==> src/rtl/cpu_pkg.sv <==
// +--------------------------------------------------------------+
// | cpu_pkg : shared divider FSM encodings and counter sizing    |
// | Rev 1.0                                                      |
// +--------------------------------------------------------------+
`default_nettype none

package cpu_pkg;

  typedef enum logic [1:0] {
    ST_IDLE = 2'd0,
    ST_BUSY = 2'd1,
    ST_ZERO = 2'd2
  } div_state_t;

  // One extra bit so the counter can hold DATA_WIDTH itself without wrapping.
  function automatic int cnt_width(input int w);
    return $clog2(w) + 1;
  endfunction

  localparam int DIV_CNT_W = $clog2(32) + 1;

endpackage

`default_nettype wire

==> src/rtl/div_step.sv <==
// +--------------------------------------------------------------+
// | div_step : one combinational restoring shift-subtract step   |
// | Rev 1.0                                                      |
// +--------------------------------------------------------------+
`default_nettype none

module div_step #(
  parameter int DATA_WIDTH = 32
) (
  input  logic [DATA_WIDTH-1:0] rem_in,
  input  logic [DATA_WIDTH-1:0] quo_in,
  input  logic [DATA_WIDTH-1:0] divisor,
  output logic [DATA_WIDTH-1:0] rem_out,
  output logic [DATA_WIDTH-1:0] quo_out
);

  logic [DATA_WIDTH:0] shifted;
  logic [DATA_WIDTH:0] sub;
  logic                fits;
  logic                unused_sub_msb;

  // Partial remainder stays below the divisor, so only the shifted value needs the extra bit.
  assign shifted        = {rem_in, quo_in[DATA_WIDTH-1]};
  assign fits           = shifted >= {1'b0, divisor};
  assign sub            = shifted - {1'b0, divisor};
  assign unused_sub_msb = sub[DATA_WIDTH];

  assign rem_out = fits ? sub[DATA_WIDTH-1:0] : shifted[DATA_WIDTH-1:0];
  assign quo_out = {quo_in[DATA_WIDTH-2:0], fits};

endmodule

`default_nettype wire

==> src/rtl/div_unit.sv <==
// +--------------------------------------------------------------+
// | div_unit : iterative restoring divider, DATA_WIDTH cycles/op  |
// | Optional signed support via macro DIV_SIGNED_EN. Rev 1.0     |
// +--------------------------------------------------------------+
`default_nettype none

module div_unit
  import cpu_pkg::*;
#(
  parameter int DATA_WIDTH = 32
) (
  input  logic                  clk,
  input  logic                  rst,
  input  logic                  start,
  input  logic                  sign,
  input  logic                  cancel,
  input  logic [DATA_WIDTH-1:0] a,
  input  logic [DATA_WIDTH-1:0] b,
  output logic                  busy,
  output logic                  done,
  output logic [DATA_WIDTH-1:0] quot,
  output logic [DATA_WIDTH-1:0] rem
);

  localparam int             CW   = cnt_width(DATA_WIDTH);
  localparam logic [CW-1:0]  LAST = CW'(DATA_WIDTH - 1);

  div_state_t            state;
  logic [CW-1:0]         cnt;
  logic [DATA_WIDTH-1:0] acc;
  logic [DATA_WIDTH-1:0] qsh;
  logic [DATA_WIDTH-1:0] dvs;
  logic [DATA_WIDTH-1:0] step_rem;
  logic [DATA_WIDTH-1:0] step_quo;
  logic [DATA_WIDTH-1:0] a_in;
  logic [DATA_WIDTH-1:0] b_in;
  logic [DATA_WIDTH-1:0] fin_quot;
  logic [DATA_WIDTH-1:0] fin_rem;
  logic                  accept;

  assign accept = (state == ST_IDLE) && start && !cancel;

`ifdef DIV_SIGNED_EN
  logic a_neg;
  logic b_neg;
  logic neg_q;
  logic neg_r;

  assign a_neg    = sign & a[DATA_WIDTH-1];
  assign b_neg    = sign & b[DATA_WIDTH-1];
  assign a_in     = a_neg ? -a : a;
  assign b_in     = b_neg ? -b : b;
  // MIN/-1 falls out naturally: |MIN| is MIN as unsigned and the signs cancel.
  assign fin_quot = neg_q ? -step_quo : step_quo;
  assign fin_rem  = neg_r ? -step_rem : step_rem;

  always_ff @(posedge clk) begin
    if (!rst) begin
      neg_q <= 1'b0;
      neg_r <= 1'b0;
    end else if (accept) begin
      neg_q <= a_neg ^ b_neg;
      neg_r <= a_neg;
    end
  end
`else
  logic unused_sign;

  assign unused_sign = sign;
  assign a_in        = a;
  assign b_in        = b;
  assign fin_quot    = step_quo;
  assign fin_rem     = step_rem;
`endif

  div_step #(
    .DATA_WIDTH (DATA_WIDTH)
  ) u_step (
    .rem_in  (acc),
    .quo_in  (qsh),
    .divisor (dvs),
    .rem_out (step_rem),
    .quo_out (step_quo)
  );

  always_ff @(posedge clk) begin
    if (!rst) begin
      state <= ST_IDLE;
      cnt   <= '0;
      acc   <= '0;
      qsh   <= '0;
      dvs   <= '0;
      busy  <= 1'b0;
      done  <= 1'b0;
      quot  <= '0;
      rem   <= '0;
    end else begin
      done <= 1'b0;
      if (cancel) begin
        state <= ST_IDLE;
        busy  <= 1'b0;
      end else begin
        case (state)
          ST_IDLE: begin
            if (start) begin
              // A zero divisor keeps the raw dividend, since it becomes rem untouched.
              qsh   <= (b == '0) ? a : a_in;
              dvs   <= b_in;
              acc   <= '0;
              cnt   <= '0;
              busy  <= 1'b1;
              state <= (b == '0) ? ST_ZERO : ST_BUSY;
            end
          end
          ST_BUSY: begin
            acc <= step_rem;
            qsh <= step_quo;
            cnt <= cnt + 1'b1;
            if (cnt == LAST) begin
              quot  <= fin_quot;
              rem   <= fin_rem;
              done  <= 1'b1;
              busy  <= 1'b0;
              state <= ST_IDLE;
            end
          end
          ST_ZERO: begin
            quot  <= '1;
            rem   <= qsh;
            done  <= 1'b1;
            busy  <= 1'b0;
            state <= ST_IDLE;
          end
          default: begin
            busy  <= 1'b0;
            state <= ST_IDLE;
          end
        endcase
      end
    end
  end

endmodule

`default_nettype wire

==> config.mk <==
export PLATFORM = sky130hd
export DESIGN_NAME = div_unit
export DESIGN_NICKNAME = d
export VERILOG_FILES = /design/src/rtl/cpu_pkg.sv /design/src/rtl/div_step.sv /design/src/rtl/div_unit.sv
export SDC_FILE = /design/constraint.sdc
export NUM_CORES = 1
export LEC_CHECK = 0
export ABC_AREA = 1
export CORE_ASPECT_RATIO = 0.7
export CORE_MARGIN = 2
export CORE_UTILIZATION = 51
export CTS_CLUSTER_DIAMETER = 60
export CTS_CLUSTER_SIZE = 40
export DETAILED_ROUTE_END_ITERATION = 6
export GPL_TIMING_DRIVEN = 1
export MAX_ROUTING_LAYER = met4
export PLACE_DENSITY = 0.75
export SLEW_MARGIN = 10
export SYNTH_ARGS = -nofsm -noshare
export SYNTH_HDL_FRONTEND = slang
export SYNTH_SLANG_ARGS = --single-unit
export TNS_END_PERCENT = 5
==> constraint.sdc <==
create_clock -name clk -period 2.4 [get_ports clk]
set_input_delay 0.24 -clock clk [delete_from_list [all_inputs] [get_ports clk]]
set_output_delay 0.24 -clock clk [all_outputs]
set_load 0.05 [all_outputs]
### Word-level counts from Yosys, hierarchy flattened

Index checks and enable logic that the tools add are counted.

| storage, ports and cells | value |
|---|---|
| RAM bits | 0 |
| word-level logic and storage cells | 48 |
| memory bits (read-only) | 0 |
| memories kept | 0 |
| bits in latches | 0 |
| register bits | 170 |
| bits of input ports | 69 |
| output and inout port bits | 66 |

| cells by class | value |
|---|---|
| multiplexer cells | 20 |
| order comparisons | 1 |
| add/subtract/negate cells | 2 |
| equal/unequal tests | 5 |
| divide/modulo/power cells | 0 |
| bitwise gates (word level) | 2 |
| multipliers | 0 |
| reduce and logical (&&, ||, !) cells | 9 |
| shift operators | 0 |

Operators by type and width:

| operator | count |
|---|---|
| case mux 32 bit (2 select lines) | 4 |
| 2-to-1 mux 32 bit | 5 |
| greater-or-equal comparator 33 x 32 -> 1 bit | 1 |
| zero test 32 bit | 1 |
| subtractor 32 bit | 1 |
| case mux 6 bit (2 select lines) | 1 |
| AND reduction 3 bit | 3 |
| adder 6 x 1 -> 6 bit, second input constant | 1 |
| equality test 6 x 5 -> 1 bit, second input constant | 1 |
| 2-to-1 mux 2 bit | 3 |
| 2-to-1 mux 6 bit | 1 |
| inequality test 2 bit, second input constant | 2 |
| case mux 1 bit (2 select lines) | 2 |
| case mux 2 bit (2 select lines) | 1 |
| nonzero test 2 bit | 2 |
| 2-to-1 mux 1 bit | 3 |
| equality test 2 x 1 -> 1 bit, second input constant | 1 |
| equality test 2 bit, second input constant | 1 |
| zero test 2 bit | 1 |
| NOT 1 bit | 2 |
| AND reduction 2 bit | 1 |
| OR reduction 2 bit | 1 |

### Longest topological paths before layout

| logic depth | value |
|---|---|
| depth after elaboration | 4 |
| mapped depth | 18 |
| depth with buffers taken out | 16 |

### Cells and area by module

Synthesis repeated with hierarchy kept, for this count alone.

| second synthesis, totals | value |
|---|---|
| cell total of the unflattened synthesis | 1522 |
| area total of the unflattened synthesis | 10329.9 um^2 |

Modules (own cells, without submodules):

| module | area an instance (um^2) | cells each | instances | seq. area each (um^2) |
|---|---|---|---|---|
| div_unit | 6929.1 | 843 | 1 | 3403.3 |
| div_step | 3400.8 | 679 | 1 | 0.0 |

### Worst setup path after synthesis

Ideal clock, no wire load.

| timing path | value |
|---|---|
| path type | flip-flop to flip-flop |
| start | register qsh[31] |
| end | register rem[16] |
| data arrival time | 1978 ps |
| buffers on the path | 0 |
| cell stages (with the launch flop) | 16 |
| required time | 2268 ps |
| setup time | 132 ps |
| path slack | 290 ps |
| clock period less this slack | 2110 ps |
| path through | dfxtp_1 > inv_1 > ha_1 > inv_1 > fa_1 > nand3_1 > nand3_1 > nand2_1 > nand2_1 > nand3_1 > nand2_1 > or2_2 > nand3_2 > nand3_1 > nand2_1 > a21oi_2 |

| between the ends | value |
|---|---|
| longest elaborated chain between the ends | 4 |
| elaborated cells on any way between the ends | 5 |
| classes of those cells | 1 x add/sub; 1 x order compare; 3 x mux |

Ends and longest elaborated chain:

| item | RTL line | RTL |
|---|---|---|
| start, declared | div_unit.sv:31 | `logic [DATA_WIDTH-1:0] qsh;` |
| start signal, assigned | div_unit.sv:107 | `qsh <= (b == '0) ? a : a_in;` |
| start signal, assigned | div_unit.sv:117 | `qsh <= step_quo;` |
| subtractor 32 bit / greater-or-equal comparator 33 x 32 -> 1 bit (equally long branches) | div_step.sv:25, div_step.sv:24 |  |
| 2-to-1 mux 32 bit * | div_step.sv:28 | `assign rem_out = fits ? sub[DATA_WIDTH-1:0] : shifted[DATA_WIDTH-1:0];` |
| 2-to-1 mux 32 bit * | div_unit.sv:119 | `if (cnt == LAST) begin` |
| case mux 32 bit (2 select lines) * | div_unit.sv:103 | `case (state)` |
| end signal, assigned | div_unit.sv:121 | `rem <= fin_rem;` |
| end signal, assigned | div_unit.sv:129 | `rem <= qsh;` |
| end, declared | div_unit.sv:22 | `output logic [DATA_WIDTH-1:0] rem` |

Mark *: on every way between the ends. The rest lies on a longest branch, timed or not. The select of a mux whose other input is x is not followed.
A chain may end at the register's enable or synchronous reset.

### Final worst setup path

| timing path | value |
|---|---|
| start | register dvs[29] |
| end | register rem[19] |

| between the ends | value |
|---|---|
| longest elaborated chain between the ends | 4 |

Ends and longest elaborated chain:

| item | RTL line | RTL |
|---|---|---|
| start, declared | div_unit.sv:32 | `logic [DATA_WIDTH-1:0] dvs;` |
| start signal, assigned | div_unit.sv:108 | `dvs <= b_in;` |
| greater-or-equal comparator 33 x 32 -> 1 bit | div_step.sv:24 | `assign fits = shifted >= {1'b0, divisor};` |
| 2-to-1 mux 32 bit | div_step.sv:28 |  |
| 2-to-1 mux 32 bit | div_unit.sv:119 |  |
| case mux 32 bit (2 select lines) | div_unit.sv:103 |  |

Every way passes these cells. The select of a mux whose other input is x is not followed.

==> results.sh <==
export IMPL_syn_nets=1606
export IMPL_cts_made_buffers=17
export IMPL_critPathCaptureType="flop"
export IMPL_io_pins=135
export IMPL_drt_wl_total_um=29800
export IMPL_worst_path_dominant_cell_family="simple AND/OR/NAND/NOR gates"
export IMPL_crit_required_ns=2.76
export IMPL_die_area_sq_um=20400
export IMPL_rsz0062_at_grt="true"
export IMPL_htreeDepth=4
export IMPL_grt_ovfl_total=0
export IMPL_vias_per_cell=5.24
export IMPL_row_count=42
export IMPL_max_freq_mhz=432
export IMPL_via_count=9865
export IMPL_fin_cells=1883
export IMPL_antenna_cells=0
export IMPL_clkSinkCount=170
export IMPL_drt_iter0_markers=989
export IMPL_drt_first_pass_iters=6
export IMPL_worst_path_buf_inv=2
export IMPL_synth_area_top_cells="dfxtp_1, nand2_1, a21oi_1"
export IMPL_synth_warnings=0
export IMPL_cpPeakStageDelay_ns=0.34
export IMPL_tightest_slew_ns=0.683
export IMPL_cts_max_path_buffers=2
export IMPL_clk_pin_slew_ns=0.08
export IMPL_grt_pass1_vias=9073
export IMPL_place_area_sq_um=11500
export IMPL_cp_common_cell="nand2_1"
export IMPL_hp_class="in2reg"
export IMPL_nFillCells=1698
export IMPL_final_cell_area_sq_um=12300
export IMPL_fin_skew_ns=0.0110
export IMPL_ys_seq_area_share_pct=34.7
export IMPL_p_leak_nw=5.31
export IMPL_grt_pass1_wl_um=46700
export IMPL_p_total_mw=7.05
export IMPL_die_h_um=120
export IMPL_numPortBuffers=133
export IMPL_synth_cells=1500
export IMPL_status="finished, final reports clean"
export IMPL_period_share_pct=96.5
export IMPL_r2r_setup_slack_ns=0.08
export IMPL_drcViolationCount=0
export IMPL_start_kind="flop"
export IMPL_dp_hpwl_um=22500
export IMPL_synth_area_leader_cell="dfxtp_1"
export IMPL_crit_chain="inv_1 -> ha_1 -> nand2_1 -> nor3_4 -> nand2_2 -> nor3_2 -> nand2_4 -> nand2_8 -> buf_4 -> nand3_2 -> nand3_1 -> nand2_1 -> a21oi_2"
export IMPL_ys_ff_latch=170
export IMPL_synth_area_sq_um=9800
export IMPL_fp_dieW_um=170
export IMPL_synthToLayoutAreaGrowth_pct=26.0
export IMPL_antenna_left=0
export IMPL_cts_tree="done"
export IMPL_core_sq_um=18900
export IMPL_seq_area_sq_um=3400
export IMPL_power_density_nw_per_um2=571
export IMPL_start_util_pct=51.9
export IMPL_cp_max_fo=5
export IMPL_slew_headroom_pct=54.5
export IMPL_grt_use_total_pct=30.1
export IMPL_peakVddDrop_mv=0.327
export IMPL_drive_above_1_share_pct=11.5
export IMPL_dp_slack_ns=-0.0562
export IMPL_synth_top_cell_area_share_pct=34.7
export IMPL_arrival_ns=2.68
export IMPL_grt_antenna_before_repair=0
export IMPL_dp_cells=1851
export IMPL_place_congestion=0.954
export IMPL_wl_per_cell_um=15.8
export IMPL_cap_viol_max_count=0
export IMPL_min_period_ns=2.32
export IMPL_cts_root_buf="clkbuf_16"
export IMPL_setup_violations=0
export IMPL_crit_type="reg2reg"
export IMPL_critPathSlowestCell="dfxtp_1"
export IMPL_setup_ws_ns=0.0838
export IMPL_fin_nets=1734
export IMPL_hold_viol_final=0
export IMPL_avgSynthCellArea_sq_um=6.53
export IMPL_synth_cell_types=38
export IMPL_multi_input_area_sq_um=5530
export IMPL_clock_latency_ns=0.44
export IMPL_grt_max_degree=67
export IMPL_report_final_slew_viol_count=0
[report_power, final]
| part | switching, mW | total [mW] | internal, mW |
|---|---|---|---|
| Sequential | 0.0435 | 2.95 | 2.91 |
| Clock | 1.39 | 2.80 | 1.41 |
| Combinational | 0.824 | 1.29 | 0.469 |
| Total | 2.26 | 7.05 | 4.79 |
[flip-flops by register name (all words and copies together) (netlist names)]
signal,cells
acc,32
busy,1
cnt,6
done,1
dvs,32
qsh,32
quot,32
rem,32
state,2
[metrics by stage]
step | util (%) | hold slack, ns | setup TNS (ns)
6_report | 65.5 | 0.124 | 0
5_1_grt | 65.5 | 0.135 | -0.0288
4_1_cts | 64.2 | 0.119 | 0
3_5_place_dp | 61.1 | 0.452 | -0.350
3_3_place_gp | 61.1 | 0.447 | -0.141
2_1_floorplan | - | 0.368 | 0
[Yosys cell counts, drive strengths merged]
cell type / count
o21ai: 85
buf: 26
nor3b: 1
xor2: 16
or2: 1
fa: 1
nor4: 8
a211oi: 1
dfxtp: 170
nand4: 5
o221ai: 1
ha: 36
nor2: 55
a21o: 1
inv: 206
clkinv: 1
nor3: 14
a21oi: 186
a31oi: 31
clkbuf: 42
and2: 8
o21bai: 1
nand3: 95
nand3b: 5
nand2: 504
[worst register-to-register path, delay by kind of cell, from the launching register on]
family,cells,cell delay (ns)
AOI/OAI and AO/OA,1,0.13
adders and majority gates,1,0.34
buffers and inverters,2,0.22
DFF,1,0.34
and+or+nand+nor,9,1.21
[cell type report]
type	count	area share (%)
clock buffers	17	3.45
clock inverters	15	1.40
inverters	207	6.30
multi-input cells	1055	44.7
flip-flops and latches	170	27.6
well taps	242	2.45
repair buffers	177	14.1
[cell usage in the layout (no fill, tap or decap), drive strengths merged, types with 31 or more instances in the layout]
cell type	Yosys	routed
o21ai	85	85
ha	36	36
nor2	55	55
buf	26	45
inv	206	214
nand2	504	504
a21oi	186	186
nand3	95	95
a31oi	31	31
dfxtp	170	170
clkdlybuf4s50	0	132
[routing by layer]
layer / up-vias / track usage, % / wire, um
li1: 5056 / - / -
met1: 4461 / 43.2 / 14600
met2: 314 / 44.6 / 12900
met3: 34 / 4.85 / 1900
met4: 0 / 6.62 / 410
met5: - / - / 0
[kinds of logic (layout without fill, tap and decap cells)]
logic type	after synthesis	in the layout	synth area share (%)
buf+inv	275	416	11.4
simple gates	696	696	30.9
xor+xnor	16	16	1.43
flops	170	170	34.7
compound gates	306	306	16.8
fa+ha+maj	37	37	4.80
[repair_timing]
action | in CTS | in global routing
buffers inserted | 0 | 0
hold buffers | 0 | 0
resized for setup | 0 | 50
endpoints found under the setup margin | 0 | 69
endpoints found under the hold margin | 0 | 0
[worst paths after layout]
kind,cells past startpoint,endpoint,start
setup / recovery,13,rem[19]$_SDFFE_PN0P_,dvs[29]$_SDFFE_PN0P_
hold / removal,3,acc[15]$_SDFFE_PN0P_,rst
setup reg to reg,13,rem[19]$_SDFFE_PN0P_,dvs[29]$_SDFFE_PN0P_
hold reg to reg,2,dvs[25]$_SDFFE_PN0P_,dvs[25]$_SDFFE_PN0P_
No activity file was read; power rests on OpenSTA's default activity.
